==> src/rtl/jpeg_mem_pkg.sv <==
// Shared widths and FSM state type for the JPEG pixel-memory arbiter.
package jpeg_mem_pkg;

   localparam int ADDR_W = 15;
   localparam int DATA_W = 64;
   localparam int RA_W   = 11;
   localparam int CA_W   = 4;

   typedef enum logic [1:0] {
      IDLE = 2'd0,
      OWN0 = 2'd1,
      OWN1 = 2'd2
   } arb_state_e;

endpackage

==> src/rtl/jpeg_mem_arbiter.sv <==
// Two-port SRAM arbiter with burst locking and a fixed two-cycle read return.
// Define MEM_ARB_RR_EN for round-robin tie breaking in IDLE (default: port 0 wins ties).
module jpeg_mem_arbiter
   import jpeg_mem_pkg::arb_state_e, jpeg_mem_pkg::IDLE, jpeg_mem_pkg::OWN0,
          jpeg_mem_pkg::OWN1, jpeg_mem_pkg::RA_W, jpeg_mem_pkg::CA_W;
#(
   parameter int ADDR_W    = jpeg_mem_pkg::ADDR_W,
   parameter int DATA_W    = jpeg_mem_pkg::DATA_W,
   parameter int BURST_MAX = 8
) (
   input  logic              clk,
   input  logic              reset,
   input  logic              req0,
   input  logic              req1,
   input  logic              we0,
   input  logic              we1,
   input  logic              lock0,
   input  logic              lock1,
   input  logic [ADDR_W-1:0] addr0,
   input  logic [ADDR_W-1:0] addr1,
   input  logic [DATA_W-1:0] wdata0,
   input  logic [DATA_W-1:0] wdata1,
   output logic              gnt0,
   output logic              gnt1,
   output logic              rvalid0,
   output logic              rvalid1,
   output logic [DATA_W-1:0] rdata,
   output logic              mem_nce,
   output logic              mem_nwrt,
   output logic [RA_W-1:0]   mem_ra,
   output logic [CA_W-1:0]   mem_ca,
   output logic [DATA_W-1:0] mem_din,
   input  logic [DATA_W-1:0] mem_do
);

   localparam int CNT_W = $clog2(BURST_MAX + 1);

   arb_state_e        state_q, state_nxt;
   logic [CNT_W-1:0]  cnt_q;
   logic              prio_vld_q, prio_port_q;
   logic              tie_pick1;
   logic              acc0, acc1, acc;
   logic              burst_last;
   logic              sel_we;
   logic [ADDR_W-1:0] sel_addr;
   logic [DATA_W-1:0] sel_wdata;
   logic              vld_p0, port_p0, vld_p1, port_p1;

   assign acc0       = req0 & gnt0;
   assign acc1       = req1 & gnt1;
   assign acc        = acc0 | acc1;
   assign burst_last = (int'(cnt_q) + 1) >= BURST_MAX;

   // Exit priority from a burst overrides the normal tie rule for one decision
`ifdef MEM_ARB_RR_EN
   logic rr_pref_q;

   always_ff @(posedge clk or negedge reset) begin
      if (!reset) begin
         rr_pref_q <= 1'b0;
      end else if (acc) begin
         rr_pref_q <= acc0;
      end
   end

   assign tie_pick1 = prio_vld_q ? prio_port_q : rr_pref_q;
`else
   assign tie_pick1 = prio_vld_q & prio_port_q;
`endif

   always_ff @(posedge clk or negedge reset) begin
      if (!reset) begin
         state_q <= IDLE;
      end else begin
         state_q <= state_nxt;
      end
   end

   always_comb begin
      state_nxt = state_q;
      gnt0      = 1'b0;
      gnt1      = 1'b0;
      unique case (state_q)
         IDLE: begin
            if (req0 && req1) begin
               gnt0 = ~tie_pick1;
               gnt1 = tie_pick1;
            end else begin
               gnt0 = req0;
               gnt1 = req1;
            end
            if (gnt0 && lock0 && (BURST_MAX > 1)) begin
               state_nxt = OWN0;
            end else if (gnt1 && lock1 && (BURST_MAX > 1)) begin
               state_nxt = OWN1;
            end
         end
         OWN0: begin
            gnt0 = req0;
            if (!req0 || !lock0 || burst_last) begin
               state_nxt = IDLE;
            end
         end
         OWN1: begin
            gnt1 = req1;
            if (!req1 || !lock1 || burst_last) begin
               state_nxt = IDLE;
            end
         end
         default: state_nxt = IDLE;
      endcase
      if (!reset) begin
         gnt0 = 1'b0;
         gnt1 = 1'b0;
      end
   end

   // Counter holds accepted beats of the current burst, including the entry beat
   always_ff @(posedge clk or negedge reset) begin
      if (!reset) begin
         cnt_q       <= '0;
         prio_vld_q  <= 1'b0;
         prio_port_q <= 1'b0;
      end else begin
         if (state_nxt == IDLE) begin
            cnt_q <= '0;
         end else if (acc && (int'(cnt_q) < BURST_MAX)) begin
            cnt_q <= cnt_q + CNT_W'(1);
         end
         if ((state_q != IDLE) && (state_nxt == IDLE)) begin
            prio_vld_q  <= 1'b1;
            prio_port_q <= (state_q == OWN0);
         end else if ((state_q == IDLE) && acc) begin
            prio_vld_q  <= 1'b0;
         end
      end
   end

   assign sel_we    = acc1 ? we1    : we0;
   assign sel_addr  = acc1 ? addr1  : addr0;
   assign sel_wdata = acc1 ? wdata1 : wdata0;

   // p0: command issued to SRAM
   always_ff @(posedge clk or negedge reset) begin
      if (!reset) begin
         mem_nce  <= 1'b1;
         mem_nwrt <= 1'b1;
         mem_ra   <= '0;
         mem_ca   <= '0;
         mem_din  <= '0;
         vld_p0   <= 1'b0;
         port_p0  <= 1'b0;
      end else begin
         vld_p0  <= acc & ~sel_we;
         port_p0 <= acc1;
         if (acc) begin
            mem_nce  <= 1'b0;
            mem_nwrt <= ~sel_we;
            mem_ra   <= sel_addr[CA_W +: RA_W];
            mem_ca   <= sel_addr[CA_W-1:0];
            mem_din  <= sel_wdata;
         end else begin
            mem_nce  <= 1'b1;
            mem_nwrt <= 1'b1;
         end
      end
   end

   // p1: SRAM access cycle; p2: read data captured and returned
   always_ff @(posedge clk or negedge reset) begin
      if (!reset) begin
         vld_p1  <= 1'b0;
         port_p1 <= 1'b0;
         rvalid0 <= 1'b0;
         rvalid1 <= 1'b0;
         rdata   <= '0;
      end else begin
         vld_p1  <= vld_p0;
         port_p1 <= port_p0;
         rvalid0 <= vld_p1 & ~port_p1;
         rvalid1 <= vld_p1 & port_p1;
         if (vld_p1) begin
            rdata <= mem_do;
         end
      end
   end

endmodule

==> config.mk <==
export PLATFORM = sky130hd
export DESIGN_NAME = jpeg_mem_arbiter
export DESIGN_NICKNAME = d
export VERILOG_FILES = /design/src/rtl/jpeg_mem_pkg.sv /design/src/rtl/jpeg_mem_arbiter.sv
export SDC_FILE = /design/constraint.sdc
export NUM_CORES = 1
export LEC_CHECK = 0
export CAP_MARGIN = 20
export CORE_AREA = 2 2 148 150
export CTS_BUF_LIST = sky130_fd_sc_hd__clkbuf_8
export DETAILED_ROUTE_END_ITERATION = 8
export DIE_AREA = 0 0 150 152
export PLACE_DENSITY = 0.72
export SETUP_SLACK_MARGIN = 0.02
export SLEW_MARGIN = 20
export SYNTH_ARGS = -nofsm -noshare
export SYNTH_HDL_FRONTEND = slang
export SYNTH_SLANG_ARGS = --single-unit
==> constraint.sdc <==
create_clock -name clk -period 1.44 [get_ports clk]
set_input_delay 0.216 -clock clk [delete_from_list [all_inputs] [get_ports clk]]
set_output_delay 0.216 -clock clk [all_outputs]
set_load 0.05 [all_outputs]
# [Yosys cells after proc, flatten, opt, wreduce, memory -nomap -nowiden]
# Cells that the tools add are included.
# Widths: inputs -> output; s select.
[totals] register_bits=159 latchBits=0 mem_bits_rw=0 romBits=0 out_inout_bits=149 mem_count=0
[classes] add_sub_neg=2 mul=0 div_mod_pow=0 order_cmp=2 eq_ne=2 shifts=0 n_mux=22 n_bitwise=10 reduce_logical=19
[op_table] operator="$mux 64" count=1
[op_table] operator="$mux 15" count=1
[op_table] operator="$mux 1" count=11
[op_table] operator="$mux 2" count=4
[op_table] operator="$mux 4" count=2
[op_table] operator="$and 1x1->1" count=6
[op_table] operator="$logic_and 1x1->1" count=6
[op_table] operator="$pmux 2 s3" count=1
[op_table] operator="$reduce_bool 2->1" count=3
[op_table] operator="$add 4x1->5 const B" count=1
[op_table] operator="$ge 5x4->1 const B" count=1
[op_table] operator="$add 4x1->4 const B" count=1
[op_table] operator="$logic_not 1->1" count=4
[op_table] operator="$logic_not 2->1" count=2
[op_table] operator="$logic_or 1x1->1" count=4
[op_table] operator="$lt 4x4->1 const B" count=1
[op_table] operator="$pmux 1 s2" count=2
[op_table] operator="$not 1->1" count=3
[op_table] operator="$eq 2x1->1 const B" count=1
[op_table] operator="$eq 2x2->1 const B" count=1
[op_table] operator="$or 1x1->1" count=1

# [Depth between registers and ports, before layout]
[depth] depth_word=11 mapped_depth=6 mapped_depth_nobuf=5

# [Least setup slack after synthesis]
# No wires, ideal clock.
[synth_timing] path_kind="register to register" start="register state_q[1]" end="register mem_ra[9]" t_arrival_ps=1705 required_ps=1315 path_slack_ps=-390 stages_incl_launch_ff=5 path_buffers=0 synth_period_minus_slack_ps=1830 cell_sequence="dfrtp_1 nor2b_4 and3_1 mux2_2 mux2_2"
[synth_via] elab_chain_len=5 word_cells_on_any_way=11 cone_classes="2 x eq/ne; 5 x mux; 3 x bitwise; 1 x reduce/logical"
[synth_rtl] element="from (decl)" line="jpeg_mem_arbiter.sv:38" text="arb_state_e state_q, state_nxt;"
[synth_rtl] element="from (signal assigned)" line="jpeg_mem_arbiter.sv:75" text="state_q <= state_nxt;"
[synth_rtl] element="$eq 2x1->1 or $logic_not 2->1 (tied branches)" line="jpeg_mem_arbiter.sv:83" text="unique case (state_q)"
[synth_rtl] element="$pmux 1 s2 *" line="jpeg_mem_arbiter.sv:83"
[synth_rtl] element="$mux 1 *" line="jpeg_mem_arbiter.sv:112" text="if (!reset) begin"
[synth_rtl] element="via gnt0" line="jpeg_mem_arbiter.sv:23" text="output logic gnt0,"
[synth_rtl] element="$and 1x1->1 *" line="jpeg_mem_arbiter.sv:49" text="assign acc0 = req0 & gnt0;"
[synth_rtl] element="$or 1x1->1 *" line="jpeg_mem_arbiter.sv:51" text="assign acc = acc0 | acc1;"
[synth_rtl] element="to (signal assigned)" line="jpeg_mem_arbiter.sv:159" text="mem_ra <= sel_addr[CA_W +: RA_W];"
[synth_rtl] element="to (decl)" line="jpeg_mem_arbiter.sv:30" text="output logic [RA_W-1:0] mem_ra,"
# Mark *: on every way through the listed nets, which the timed path passes. The rest lies on a longest branch.
# A chain may end at the register's enable or synchronous reset.

# [Worst setup path in the final report]
[layout_timing] start="register prio_port_q" end="output gnt1"
[layout_via] elab_chain_len=5
[layout_rtl] element="from (decl)" line="jpeg_mem_arbiter.sv:40" text="logic prio_vld_q, prio_port_q;"
[layout_rtl] element="from (signal assigned)" line="jpeg_mem_arbiter.sv:132" text="prio_port_q <= (state_q == OWN0);"
[layout_rtl] element="$and 1x1->1" line="jpeg_mem_arbiter.sv:68" text="assign tie_pick1 = prio_vld_q & prio_port_q;"
[layout_rtl] element="$mux 1" line="jpeg_mem_arbiter.sv:85" text="if (req0 && req1) begin"
[layout_rtl] element="$mux 1" line="jpeg_mem_arbiter.sv:83"
[layout_rtl] element="$pmux 1 s2" line="jpeg_mem_arbiter.sv:83"
[layout_rtl] element="$mux 1" line="jpeg_mem_arbiter.sv:112"
[layout_rtl] element="to (decl)" line="jpeg_mem_arbiter.sv:24" text="output logic gnt1,"
# Every way passes these cells. The select of a mux whose other input is x is not followed.

==> flow_summary_export.csv <==
group,metric,value,unit
yosys,ys_seq_area_frac,0.5932,
routing,viasPerCell,4.613,
clocking,clock_sinks,159,
grt,use_met3,0.06096,
pwr,power.density,1385,nW/um^2
place,placed_area,12600,sq um
final_layout,syn_to_final_growth,101.5,%
timing,finClkSkew,0.01677,ns
timing,fin_crit_sh,1.294,
place,dp_hpwl,16.71,mm
clocking,cts_buffers,17,
yosys,ys_warn_count,0,
yosys,synth_flop_cell,"dfrtp_1",
floorplanning,die_area,22800,sq um
routing,drt_pass1_iterations,4,
final_layout,n_antenna_cell,0,
yosys,synth_top_family_by_area,"multiplexers",
timing,slew_viol_final,0,
yosys,yosys-top-cells-count,"dfrtp_1 (157), mux2i_1 (80), nand2_1 (80)",
timing,hold_viol,0,
timing,whs,0.1126,ns
timing,fin_ws,-0.4240,ns
floorplanning,start_util,0.3143,
grt,grt_pass1_vias,6117,
pwr,leakagePower,0.006186,uW
floorplanning,rows,54,
routing,vias,5794,
yosys,synth_area_per_cell,12.45,sq um
job,drv_cap,0,
floorplanning,core,21350,sq um
yosys,syn_inst,539,
grt,grt_max_degree,154,
place,pre_cts_slack,-0.4473,ns
timing,max_freq,536.5,MHz
grt,antenna_found_initial,0,
yosys,postSynth.asyncResetShare,1.000,
timing,tightest_slew,0.8189,ns
clocking,cts_tree,"yes",
yosys,synth_compound_area_frac,0.07345,
yosys,ys_ff_latch,159,
yosys,synthAdderAreaFrac,0.003729,
grt,grt-ovfl-total,0,
clocking,root_buffer,"clkbuf_8",
critical_path,worst-r2r-cell-count,8,
place,globalplace.congestion,0.7837,
timing,max_slew_margin,0.4541,
yosys,synth_area,6711,sq um
timing,rsz0062_at_grt,"yes",
critical_path,worst_ep_arrival_time,1.65,ns
yosys,synth_xor_xnor_area_share,0.001305,
worst_hold_path,hold_path.class,"in -> async",
routing,ant_nets,0,
grt,gr-usage-all-layers,0.1936,
grt,grt_busiest_layer,"met2",
critical_path,cp-start-kind,"flop",
timing,period_needed,1.864,ns
pwr,ir_worst_vdd,0.5856,mV
yosys,yosysTopAreaCell,"dfrtp_1",
timing,setup_viol,91,
clocking,htree_levels,4,
routing,wl_per_cell,17.97,um
yosys,yosys.cell_count.top_type,"dfrtp_1",
run_status,status,"finished, violations left",
critical_path,cp_max_fo,2,
routing,drc_errors,0,
critical_path,required,1.22,ns
critical_path,endpoint_kind,"output pin",
grt,grt_pass1_wl,33.92,mm
critical_path,r2r_slack,-0.40,ns
floorplanning,die_x,150,um
yosys,synth_fp_nets,771,
yosys,synth_edf_count,0,
grt,use_met1,0.2167,
critical_path,rr_startpoint,"prio_port_q",
yosys,synth_area_leaders,"dfrtp_1 (59%), mux2i_1 (12%), mux2_2 (11%)",
routing,drt_iter0_drc,142,
final_layout,final_util,0.6334,
critical_path,path_class,"reg -> out",
floorplanning,die_h,152,um
floorplanning,boundaryPins,379,
clocking,cts.reportedPaths.clkPinSlew,0.09,ns
final_layout,design_area,13520,sq um
run_status,violations,"setup timing",
final_layout,fin_nets,1195,
final_layout,drive_gt1_frac,0.3525,
routing,wl,22.58,mm
clocking,cts_buffer_depth,2,
grt,use_met2,0.3527,
yosys,synth_mux_area_frac,0.2301,
clocking,insertion_delay,0.44,ns
yosys,yosysTopAreaCellShare,0.5854,
place,portBuffers,378,
yosys,synth_simple_gate_area_frac,0.06301,
yosys,synth.distinct_cells,33,
critical_path,r2r_end,"mem_ra[7]",
## worst max-delay path: stages (launching register included)
cell,delay (ns)
dfrtp_1,0.38
nand2_1,0.11
a211o_4,0.38
buf_16,0.14
clkinvlp_4,0.07
buf_12,0.13
## registers in the layout, indices dropped and copies added, names as in the netlist
register	flops
cnt_q	4
mem_ca	4
mem_din	64
mem_nce	1
mem_nwrt	1
mem_ra	11
port_p0	1
port_p1	1
prio_port_q	1
prio_vld_q	1
rdata	64
rvalid0	1
rvalid1	1
state_q	2
vld_p0	1
vld_p1	1
## layout make-up
class                           count  area [sq um]
Clock buffer                       18         247.7
Clock inverter                     14         188.9
Fill cell                        1617          7828
Inverter                            7         30.03
Multi-Input combinational cell    340          2705
Sequential cell                   159          3983
Tap cell                          280         350.3
Timing Repair Buffer              438          6018
## cell families after synthesis
group / Yosys count
flip-flops: 159
multiplexers: 146
AND/OR/NAND/NOR: 100
AO/OA/AOI/OAI: 91
buffers and inverters: 40
adder cells (fa/ha/maj): 2
XOR/XNOR: 1
## cells in the final DEF, fill, tap and decap left out, types with 3 or more instances in the layout
cell type,netlist,final
nor2b_1,4,3
mux2i_1,80,66
bufinv_16,0,3
dfrtp_1,157,156
nand2_1,80,80
inv_6,0,6
clkbuf_8,0,18
o21ai_1,14,78
clkdlybuf4s50_1,0,228
clkinvlp_4,0,3
mux2i_2,0,9
mux2i_4,0,5
clkbuf_16,0,3
buf_16,0,4
mux2_2,66,64
buf_6,9,10
buf_8,0,3
buf_4,1,32
buf_12,0,157
inv_1,7,6
## repair_timing
| action | 4_1_cts | 5_1_grt |
|---|---|---|
| resized for setup | 45 | 78 |
| setup buffers | 9 | 4 |
| endpoints found under the setup margin | 90 | 90 |
| endpoints found under the hold margin | 6 | 0 |
| cloned | 2 | 4 |
| pin swaps | 7 | 16 |
| hold buffers | 1 | 0 |
## worst max-delay path by stage
stage	startpoint	to
after floorplan	state_q[1]	mem_ra[9]
after global placement	req1	mem_din[25]
after global routing	state_q[0]	gnt1
final	prio_port_q	gnt1
after CTS	state_q[0]	gnt1
after detailed placement	req1	mem_din[21]
## metal layers
metal  vias up  routed length (um)
li1       2723                   -
met1      2804                8214
met2       248               12290
met3        19                1809
met4         0                 261
met5         -                   0
## power breakdown
group | internal [uW] | switching, uW | leakage (uW)
clock | 1820 | 1830 | 0.000216
combinational | 4580 | 4300 | 0.00404
sequential | 5300 | 901 | 0.00193
## metrics by stage
stage | power, uW | cells | TNS, ns
6_report | 18730 | 1256 | -26.59
5_1_grt | 19520 | 1256 | -30.85
4_1_cts | 18810 | 1250 | -27.47
3_5_place_dp | 14960 | 1206 | -31.86
3_3_place_gp | 14810 | 1206 | -28.44
2_1_floorplan | 9793 | 539 | -0.2134
Note: power is estimated with default switching activity, not from simulation.
